$ cat src/rtl/dct_block_sched.sv
// dct_block_sched: gathers eight signed samples into a block and holds it on
// dct_in. It enables the coefficient units for DCT_LATENCY cycles, captures
// z0..z7, and then streams the coefficients out one at a time.
//
// Handshake: a transfer happens on every rising edge where valid && ready.
// A source that has raised valid keeps valid and its payload stable until
// that transfer happens. in_valid/in_ready and out_valid/out_ready follow
// this rule.
module dct_block_sched #(
    parameter int DCT_LATENCY = 10,  // legal range 1..63 (6-bit window timer)
    parameter int SAMPLE_W    = 8,
    parameter int COEF_W      = 19
) (
    input  logic                  clk,
    input  logic                  rst_n,
    input  logic                  in_valid,
    input  logic [SAMPLE_W-1:0]   in_data,
    output logic                  in_ready,
    output logic [8*SAMPLE_W-1:0] dct_in,
    output logic                  dct_en,
    output logic                  dct_cs,
    input  logic [8*COEF_W-1:0]   dct_coefs,
    output logic                  out_valid,
    output logic [COEF_W-1:0]     out_data,
    output logic [2:0]            out_idx,
    output logic                  out_last,
    input  logic                  out_ready,
    output logic                  busy
);

    typedef enum logic [1:0] {
        LOAD    = 2'd0,
        COMPUTE = 2'd1,
        CAPTURE = 2'd2,
        DRAIN   = 2'd3
    } state_t;

    localparam logic [5:0] TIMER_LAST = 6'(DCT_LATENCY - 1);

    state_t              state;
    state_t              state_nxt;
    logic [2:0]          cnt;     // next sample slot to fill
    logic [5:0]          timer;   // position inside the compute window
    logic [2:0]          idx;     // coefficient being offered downstream
    logic                armed;   // low for the first cycle after reset
    logic [COEF_W-1:0]   coef_buf [8];
    logic                accept;
    logic                emit;

    // accept is derived from state directly so it does not loop through in_ready
    assign accept   = in_valid && armed && (state == LOAD);
    assign emit     = out_valid && out_ready;
    assign out_idx  = idx;
    assign out_last = out_valid && (idx == 3'd7);
    assign out_data = out_valid ? coef_buf[idx] : '0;

    // Next-state and per-state strobes; every output defaults to idle first
    always_comb begin
        state_nxt = state;
        in_ready  = 1'b0;
        dct_en    = 1'b0;
        dct_cs    = 1'b0;
        out_valid = 1'b0;
        busy      = 1'b1;
        case (state)
            LOAD: begin
                busy     = 1'b0;
                in_ready = armed;
                if (accept && cnt == 3'd7) state_nxt = COMPUTE;
            end
            COMPUTE: begin
                dct_en = 1'b1;
                dct_cs = 1'b1;
                if (timer == TIMER_LAST) state_nxt = CAPTURE;
            end
            CAPTURE: begin
                state_nxt = DRAIN;
            end
            DRAIN: begin
                out_valid = 1'b1;
                if (out_ready && idx == 3'd7) state_nxt = LOAD;
            end
            default: state_nxt = LOAD;
        endcase
    end

    // State, sample slots, window timer and drain index
    always_ff @(posedge clk) begin
        if (!rst_n) begin
            state  <= LOAD;
            cnt    <= 3'd0;
            timer  <= 6'd0;
            idx    <= 3'd0;
            armed  <= 1'b0;
            dct_in <= '0;
        end else begin
            state <= state_nxt;
            armed <= 1'b1;
            if (accept) begin
                // cnt wraps 7 -> 0 on the eighth sample, ready for the next block
                dct_in[int'(cnt)*SAMPLE_W +: SAMPLE_W] <= in_data;
                cnt <= cnt + 3'd1;
            end
            if (state == COMPUTE && timer != TIMER_LAST) timer <= timer + 6'd1;
            else                                         timer <= 6'd0;
            if (state == CAPTURE) idx <= 3'd0;
            else if (emit)        idx <= idx + 3'd1;
        end
    end

    // Coefficient buffer is loaded once per block; out_data is gated so it needs no reset
    always_ff @(posedge clk) begin
        if (state == CAPTURE) begin
            for (int k = 0; k < 8; k++) begin
                coef_buf[k] <= dct_coefs[k*COEF_W +: COEF_W];
            end
        end
    end

endmodule

$ cat config.mk
export PLATFORM = sky130hd
export DESIGN_NAME = dct_block_sched
export DESIGN_NICKNAME = d
export VERILOG_FILES = /design/src/rtl/dct_block_sched.sv
export SDC_FILE = /design/constraint.sdc
export NUM_CORES = 1
export LEC_CHECK = 0
export BUFFER_PORTS_ARGS = -buffer_cell sky130_fd_sc_hd__buf_2
export CORE_ASPECT_RATIO = 0.9
export CORE_MARGIN = 3
export CORE_UTILIZATION = 42
export CTS_CLUSTER_DIAMETER = 50
export CTS_CLUSTER_SIZE = 14
export DETAILED_ROUTE_END_ITERATION = 8
export PLACE_DENSITY = 0.66
export SLEW_MARGIN = 10
export SYNTH_ARGS = -nofsm -noshare
export SYNTH_HDL_FRONTEND = slang
export SYNTH_SLANG_ARGS = --single-unit
$ cat constraint.sdc
create_clock -name clk -period 14.25 [get_ports clk]
set_input_delay 0.7125 -clock clk [delete_from_list [all_inputs] [get_ports clk]]
set_output_delay 0.7125 -clock clk [all_outputs]
set_load 0.005 [all_outputs]
==> results.toml, run 1 <==
[setup_path]
r2r_slack_ns = 11.49
worstPathCellList = "buf_4 -> mux4_2 -> mux2i_1 -> nor2b_1 -> buf_2"
start_kind = "flop"
worst-path-max-fanout = 26
cp_num_cells = 5
arrival_ns = 2.69
reg2regPathDepth = 7
cp.required_ns = 13.54
crit_buf_inv = 2
critical_path.top_delay_family = "multiplexers"
crit_path_end = "out_data[5]"
worstReg2RegStart = "cnt[0]"
criticalPathCategory = "reg -> out"
slowest_delay_ns = 0.65
worstSetupEndpointType = "output port"
worst_path_max_delay_cell = "dfxtp_2"
reg2reg_to = "dct_in[36]"

[floorplanning]
io_pins = 256
die_h_um = 146.1
die-area_um2 = 23630
num_rows = 50
initial_core_util_pct = 43.46
die_x_um = 161.7
fp.coreArea_um2 = 21080

[yosys]
avgSynthCellArea_um2 = 14.75
ys.flop_type = "edfxtp_1"
ys_ff_latch = 234
yosys.area.top_type = "edfxtp_1"
syn-cell-area_um2 = 9163
post_synth_main_area_contributors = "edfxtp_1 50%, dfxtp_1 18%, mux4_2 9.3%"
netlist_instances = 621
yosys_warnings = 0
synth_fp_nets = 801
ys_seq_area_share_pct = 67.73
synth-edff-count = 152
synth.top_cell.area_share_pct = 49.82
synthTopCellsByCount = "152 x edfxtp_1, 82 x dfxtp_1, 62 x nand2_1"
synthArstFlopShare_pct = 0
yosysMostFrequentCell = "edfxtp_1"
synth_cell_types = 41

[sta]
relSlewSlack_pct = 24.91
clock_skew_ns = 0.01643
final-hold-violation-count = 0
setup_viol = 0
period_share_pct = 23.87
holdWs_ns = 0.3579
setup_tns_ns = 0
maxSlewViolCount = 0
rsz0062_at_grt = "no"
fin_crit_ns = 3.401
fmax_mhz = 294.0
tightest_slew_ns = 1.126
setup_ws_ns = 10.85

[global_routing]
overflow = 0
grt_pass1_wl_mm = 33.88
grt_usage_pct = 18.05
grt_max_degree = 84
grt_pass1_vias = 5886
antenna_found_initial = 8

[drt]
wl_per_cell_um = 18.45
first_pass_iters = 5
drt_wl_total_mm = 21.90
ant_nets = 0
drt_iter0_drc = 391
vias = 5874
drc_errors = 0
viasPerCell = 4.949

[cells_and_area]
seqCellArea_um2 = 6208
finalNetCount = 1059
drive_gt1_share_pct = 39.80
post-route-util_pct = 54.78
stdcell_area_um2 = 11550
layout.cells.non_filler = 1187
syn_to_final_growth_pct = 26.05
multi_input_area_um2 = 2791
nFillCells = 1767

[clocking]
cts_resized = 0
clock_latency_ns = 0.52
numClockSinks = 234
cts.reportedPaths.clkPinSlew_ns = 0.06
clockBufferDepth = 3
cts_htree_levels = 1
clockRootBuffer = "clkbuf_16"
cts_made_buffers = 26
cts_tree = "built"
hold_buffers = 0
post_cts_buffers = 0

[place]
place_area_um2 = 10690
port_buffers = 255
hpwl_mm = 15.29
gp_congestion = 0.7723
placed_cells = 1137
pre_cts_ws_ns = 11.32

[power_and_ir_drop]
p_leak_nw = 4.367
power.total_mw = 1.420
p_per_area_nw_per_um2 = 123.0
peakVddDrop_v = 0.00008563

[min_path]
min_path_type = "in -> reg"

[run]
maxCapViolCount = 0

[run_status]
outcome = "completed"
-- registers in the layout, indices dropped and copies added, names as in the netlist, named ones only --
signal    count
armed         1
cnt           3
coef_buf    152
dct_in       64
out_idx       3
state         2
timer         6
-- how the worst min path moves through the flow --
stage | start | to | slack (ns) | cells past startpoint
3_3_place_gp | dct_in[33] | dct_in[33] | 0.44 | 2
6_report | dct_coefs[62] | coef_buf[3][5] | 0.36 | 1
4_1_cts | dct_coefs[62] | coef_buf[3][5] | 0.33 | 1
2_1_floorplan | timer[0] | timer[0] | 0.43 | 1
5_1_grt | dct_coefs[62] | coef_buf[3][5] | 0.33 | 1
3_5_place_dp | dct_in[30] | dct_in[30] | 0.45 | 2
-- power breakdown --
group          internal (mW)  switching [mW]
Combinational         0.0236          0.0267
Clock                  0.370           0.276
Sequential             0.722         0.00203
Total                   1.12           0.304
-- cell families after synthesis --
family	share of synthesized area [%]
DFF	67.73
adders and majority gates	2.185
xor gates and xnor gates	0.5736
and+or+nand+nor	10.50
buffers and inverters	1.939
AOI/OAI and AO/OA	2.704
muxes	14.37
-- placed cells by master, fill, tap and decap left out, drive strengths merged, types with 15 or more instances in the layout --
| cell | netlist | final |
|---|---|---|
| nor2 | 52 | 52 |
| buf | 15 | 259 |
| mux2i | 46 | 46 |
| nor2b | 19 | 19 |
| nand3 | 34 | 34 |
| mux4 | 38 | 38 |
| a21oi | 42 | 42 |
| inv | 8 | 15 |
| clkbuf | 14 | 33 |
| edfxtp | 152 | 152 |
| nand2 | 62 | 62 |
| ha | 16 | 16 |
| dfxtp | 82 | 82 |
-- final cells by class --
class | count | area share, %
Clock buffer | 33 | 6.305
Tap cell | 286 | 3.098
Antenna cell | 4 | 0.08666
Inverter | 8 | 0.2600
Clock inverter | 13 | 1.018
Timing Repair Buffer | 259 | 11.31
Multi-Input combinational cell | 350 | 24.17
Sequential cell | 234 | 53.75
-- per-layer routing --
| layer | part of all wire, % | GRT usage [%] | vias to the layer above |
|---|---|---|---|
| li1 | - | - | 2815 |
| met1 | 42 | 24.75 | 2777 |
| met2 | 45 | 27.83 | 231 |
| met3 | 11 | 6.979 | 39 |
| met4 | 1.9 | 3.497 | 12 |
| met5 | 0.36 | 0 | - |
Power figures use the tool's default switching activity.
==> inputs of run 2 (changes only) <==
- clock period: 14.25 -> 3.34 ns (I/O delays scaled with it)
==> results.toml, run 2 (synthesis results as in run 1) <==
[drt]
drc_errors = 0
ant_nets = 0
first_pass_iters = 5
drt_iter0_drc = 569
wl_per_cell_um = 19.28
vias = 6838
viasPerCell = 5.058
drt_wl_total_mm = 26.07

[cells_and_area]
top_register = "coef_buf"
drive_gt1_share_pct = 33.90
final_common_cell = "buf_2"
reg.largest.list = "coef_buf x152, dct_in x64, timer x6"
nFillCells = 1549
post-route-util_pct = 62.78
stdcell_area_um2 = 13240
layout.cells.non_filler = 1352
final_cell_mix = "255 x buf_2, 162 x dlygate4sd3_1, 152 x edfxtp_1, 80 x dfxtp_1, 62 x nand2_1"
largest_reg_flops = 152
syn_to_final_growth_pct = 44.46
finalNetCount = 1226

[setup_path]
worstPathCellList = "inv_1 -> ha_1 -> ha_1 -> or3b_4 -> or4_4 -> nand2_1 -> a21oi_1"
slowest_delay_ns = 0.58
critical_path.top_delay_family = "simple AND/OR/NAND/NOR gates"
cp.required_ns = 3.69
criticalPathCategory = "reg -> reg"
path_common_cell = "ha_1"
worstSetupEndpointType = "flop"
worst_path_max_delay_cell = "dfxtp_1"
worst-path-max-fanout = 14
crit_buf_inv = 1
r2r_slack_ns = 0.63
start_kind = "flop"
arrival_ns = 3.05

[floorplanning]
num_rows = 50
initial_core_util_pct = 43.46
io_pins = 256
die_h_um = 146.1
die_x_um = 161.7
fp.coreArea_um2 = 21080
die-area_um2 = 23630

[sta]
rsz0062_at_grt = "no"
setup_tns_ns = 0
setup_viol = 0
fin_crit_ns = 2.708
maxSlewViolCount = 0
fmax_mhz = 369.2
tightest_slew_ns = 1.131
final-hold-violation-count = 0
relSlewSlack_pct = 24.51
period_share_pct = 81.08
clock_skew_ns = 0.01606

[clocking]
post_cts_buffers = 0
clockBufferDepth = 3
cts.reportedPaths.clkPinSlew_ns = 0.06
numClockSinks = 234
cts_made_buffers = 26
clock_latency_ns = 0.52
clockRootBuffer = "clkbuf_16"
cts_tree = "built"
cts_htree_levels = 1

[place]
place_area_um2 = 10760
port_buffers = 255
placed_cells = 1142
gp_congestion = 0.7544
hpwl_mm = 15.50

[global_routing]
overflow = 0
grt_usage_pct = 21.58
grt_max_degree = 72
grt_pass1_wl_mm = 40.23
grt_pass1_vias = 7118
antenna_found_initial = 3

[power_and_ir_drop]
peakVddDrop_v = 0.0004016
p_leak_nw = 5.072
p_per_area_nw_per_um2 = 476.2

[run]
maxCapViolCount = 0

[run_status]
outcome = "completed"

[min_path]
min_path_type = "in -> reg"
## run 2: path summary, 6_finish.rpt
path | to | cells past startpoint | start
setup reg to reg | dct_in[37] | 7 | cnt[0]
setup / recovery | dct_in[37] | 7 | cnt[0]
hold / removal | cnt[1] | 3 | in_valid
hold reg to reg | dct_in[58] | 2 | dct_in[58]
## run 2: cell type report
type                            count  area, µm²  area share [%]
Clock inverter                     13      133.9           1.011
Tap cell                          286      357.8           2.703
Sequential cell                   234       6208           46.90
Antenna cell                        1      2.502         0.01891
Inverter                            8      30.03          0.2269
Multi-Input combinational cell    350       2791           21.09
Clock buffer                       34      721.9           5.454
Timing Repair Buffer              426       2990           22.59
## run 2: routing by layer
metal	global-route usage [%]	wire (µm)	up-vias	part of all wire, %
li1	-	-	3154	-
met1	27.55	10680	3304	41
met2	35.93	12340	311	47
met3	6.241	2233	65	8.6
met4	6.567	796	4	3.1
met5	0	26	-	0.10
## run 2: worst min-delay path, cell delays in order
cell	delay (ns)
buf_2	0.13
nand3_2	0.18
a211oi_1	0.10
## run 2: where the power goes
part           total, mW  switching [mW]  internal [mW]
Combinational      0.383           0.157          0.226
Sequential          3.09         0.00856           3.08
Clock               2.83            1.20           1.63
## run 2: timing repair
action                                 in CTS  in global routing
hold buffers                              162                  0
gates resized for setup                     0                  0
endpoints found under the hold margin     190                  0
## run 2: metrics by stage
| step | total power [mW] | hold slack, ns | worst slack [ns] |
|---|---|---|---|
| detailed placement | 3.366 | 0.3451 | 0.6454 |
| global route | 6.515 | 0.1138 | 0.3583 |
| global placement | 3.363 | 0.3440 | 0.7287 |
| finish | 6.303 | 0.1121 | 0.6318 |
| CTS | 6.342 | 0.08130 | 0.6487 |
| floorplan | 3.240 | 0.1947 | 0.4427 |
==> inputs of run 3 (changes only) <==
- clock period: 3.34 -> 2.75 ns (I/O delays scaled with it)
==> results.toml, run 3 (synthesis results as in run 1) <==
[place]
hpwl_mm = 15.50
gp_congestion = 0.7702
port_buffers = 255
pre_cts_ws_ns = 0.3470

[drt]
drt_iter0_drc = 504
ant_nets = 0
vias = 6689
first_pass_iters = 4
drt_wl_total_mm = 25.36
drc_errors = 0
viasPerCell = 4.933
wl_per_cell_um = 18.71

[floorplanning]
io_pins = 256
num_rows = 50
die_h_um = 146.1
die_x_um = 161.7
initial_core_util_pct = 43.46
fp.coreArea_um2 = 21080
die-area_um2 = 23630

[setup_path]
reg2reg_to = "dct_in[34]"
worstSetupEndpointType = "output port"
arrival_ns = 2.33
criticalPathCategory = "reg -> out"
worstReg2RegStart = "cnt[1]"
start_kind = "flop"
cp.required_ns = 2.61
worst-path-max-fanout = 32
reg2regPathDepth = 7
r2r_slack_ns = 0.31

[sta]
rsz0062_at_grt = "no"
clock_skew_ns = 0.01199
period_share_pct = 89.66
fin_crit_ns = 2.466
setup_viol = 0
maxSlewViolCount = 0
setup_ws_ns = 0.2843
tightest_slew_ns = 0.7233
relSlewSlack_pct = 51.60
setup_tns_ns = 0
fmax_mhz = 405.6
final-hold-violation-count = 0

[clocking]
clockRootBuffer = "clkbuf_16"
clock_latency_ns = 0.51
cts_resized = 0
cts_tree = "built"
clockBufferDepth = 3
cts_htree_levels = 1
cts.reportedPaths.clkPinSlew_ns = 0.06
numClockSinks = 234
hold_buffers = 162
post_cts_buffers = 0
cts_made_buffers = 25

[min_path]
whs_endpoint = "cnt[1]"
min_from = "in_valid"
whs_path_depth = 3
min_path_type = "in -> reg"

[global_routing]
grt_pass1_vias = 6919
antenna_found_initial = 2
overflow = 0
grt_max_degree = 68
grt_pass1_wl_mm = 38.82
grt_usage_pct = 20.76

[power_and_ir_drop]
seqPwrFrac_pct = 49.1
p_sw_mw = 1.607
clkPwrFrac_pct = 44.8
p_per_area_nw_per_um2 = 574.5
p_leak_nw = 5.106
p_int_mw = 6.031
peakVddDrop_v = 0.0003898
p_comb_share_pct = 6.2
switching_share_pct = 21.04

[cells_and_area]
final_common_cell = "buf_2"
syn_to_final_growth_pct = 45.12
nFillCells = 1555
drive_gt1_share_pct = 34.21
reg.largest.list = "coef_buf x152, dct_in x64, timer x6"
top_register = "coef_buf"
largest_reg_flops = 152
post-route-util_pct = 63.07
finalNetCount = 1228
final_cell_mix = "255 x buf_2, 162 x dlygate4sd3_1, 152 x edfxtp_1, 80 x dfxtp_1, 62 x nand2_1"

[run_status]
outcome = "completed"

[run]
maxCapViolCount = 0
==> run 3: cell types whose count changed in the layout (fill, tap and decap cells not counted) <==
cell	change
buf_12	+3
clkbuf_1	-2
clkbuf_16	+1
clkinv_2	+3
clkinv_4	-3
clkinvlp_4	-1
diode_2	+2
inv_4	+3
inv_8	-2
==> run 3: layout make-up <==
type                       instances  area (µm²)  area share, %
clock buffer                      33       739.5          5.561
clock inverter                    13       111.4         0.8375
antenna                            3       7.507        0.05646
timing repair buffer             429        3050          22.94
inverter                           8       30.03         0.2258
sequential                       234        6208          46.69
tap                              286       357.8          2.691
multi-input combinational        350        2791          20.99
==> run 3: how the worst max path moves through the flow <==
| stage | from | to | slack [ns] | cells after the start |
|---|---|---|---|---|
| 2_1_floorplan | cnt[0] | dct_in[32] | 0.29 | 10 |
| 3_3_place_gp | cnt[1] | dct_in[33] | 0.38 | 7 |
| 3_5_place_dp | cnt[1] | dct_in[35] | 0.35 | 7 |
| 4_1_cts | flop | out_data[5] | 0.22 | 5 |
| 5_1_grt | cnt[1] | dct_in[38] | 0.09 | 7 |
| 6_report | flop | out_data[9] | 0.28 | 5 |
==> run 3: power by group through the flow <==
stage	Sequential [mW]	Combinational [mW]	Clock, mW
floorplan	3.83	0.107	0
global placement	3.83	0.263	0
detailed placement	3.83	0.267	0
CTS	3.75	0.461	3.48
global route	3.75	0.505	3.63
finish	3.75	0.470	3.42
==> run 3: worst max-delay path, cell delays in order, from the launching register on <==
cell and delay (ns):
dfxtp_2 0.49, buf_12 0.32, mux4_2 0.55, mux2i_1 0.23, nor2b_1 0.08, buf_2 0.13
==> run 3: metrics by stage <==
step	power, mW	instances	cell area (µm²)	hold WS [ns]
floorplan	3.935	621	9175	0.1652
global placement	4.089	1145	10820	0.3146
detailed placement	4.093	1145	10820	0.3156
CTS	7.689	1353	13290	0.07036
global route	7.887	1355	13290	0.09414
finish	7.638	1356	13300	0.09027
==> run 3: per-layer routing <==
layer	vias up	GRT usage, %	wire length, µm
li1	3160	-	-
met5	-	0	0
met1	3244	27.32	10710
met3	36	5.135	1800
met4	0	4.606	480
met2	249	35.17	12370
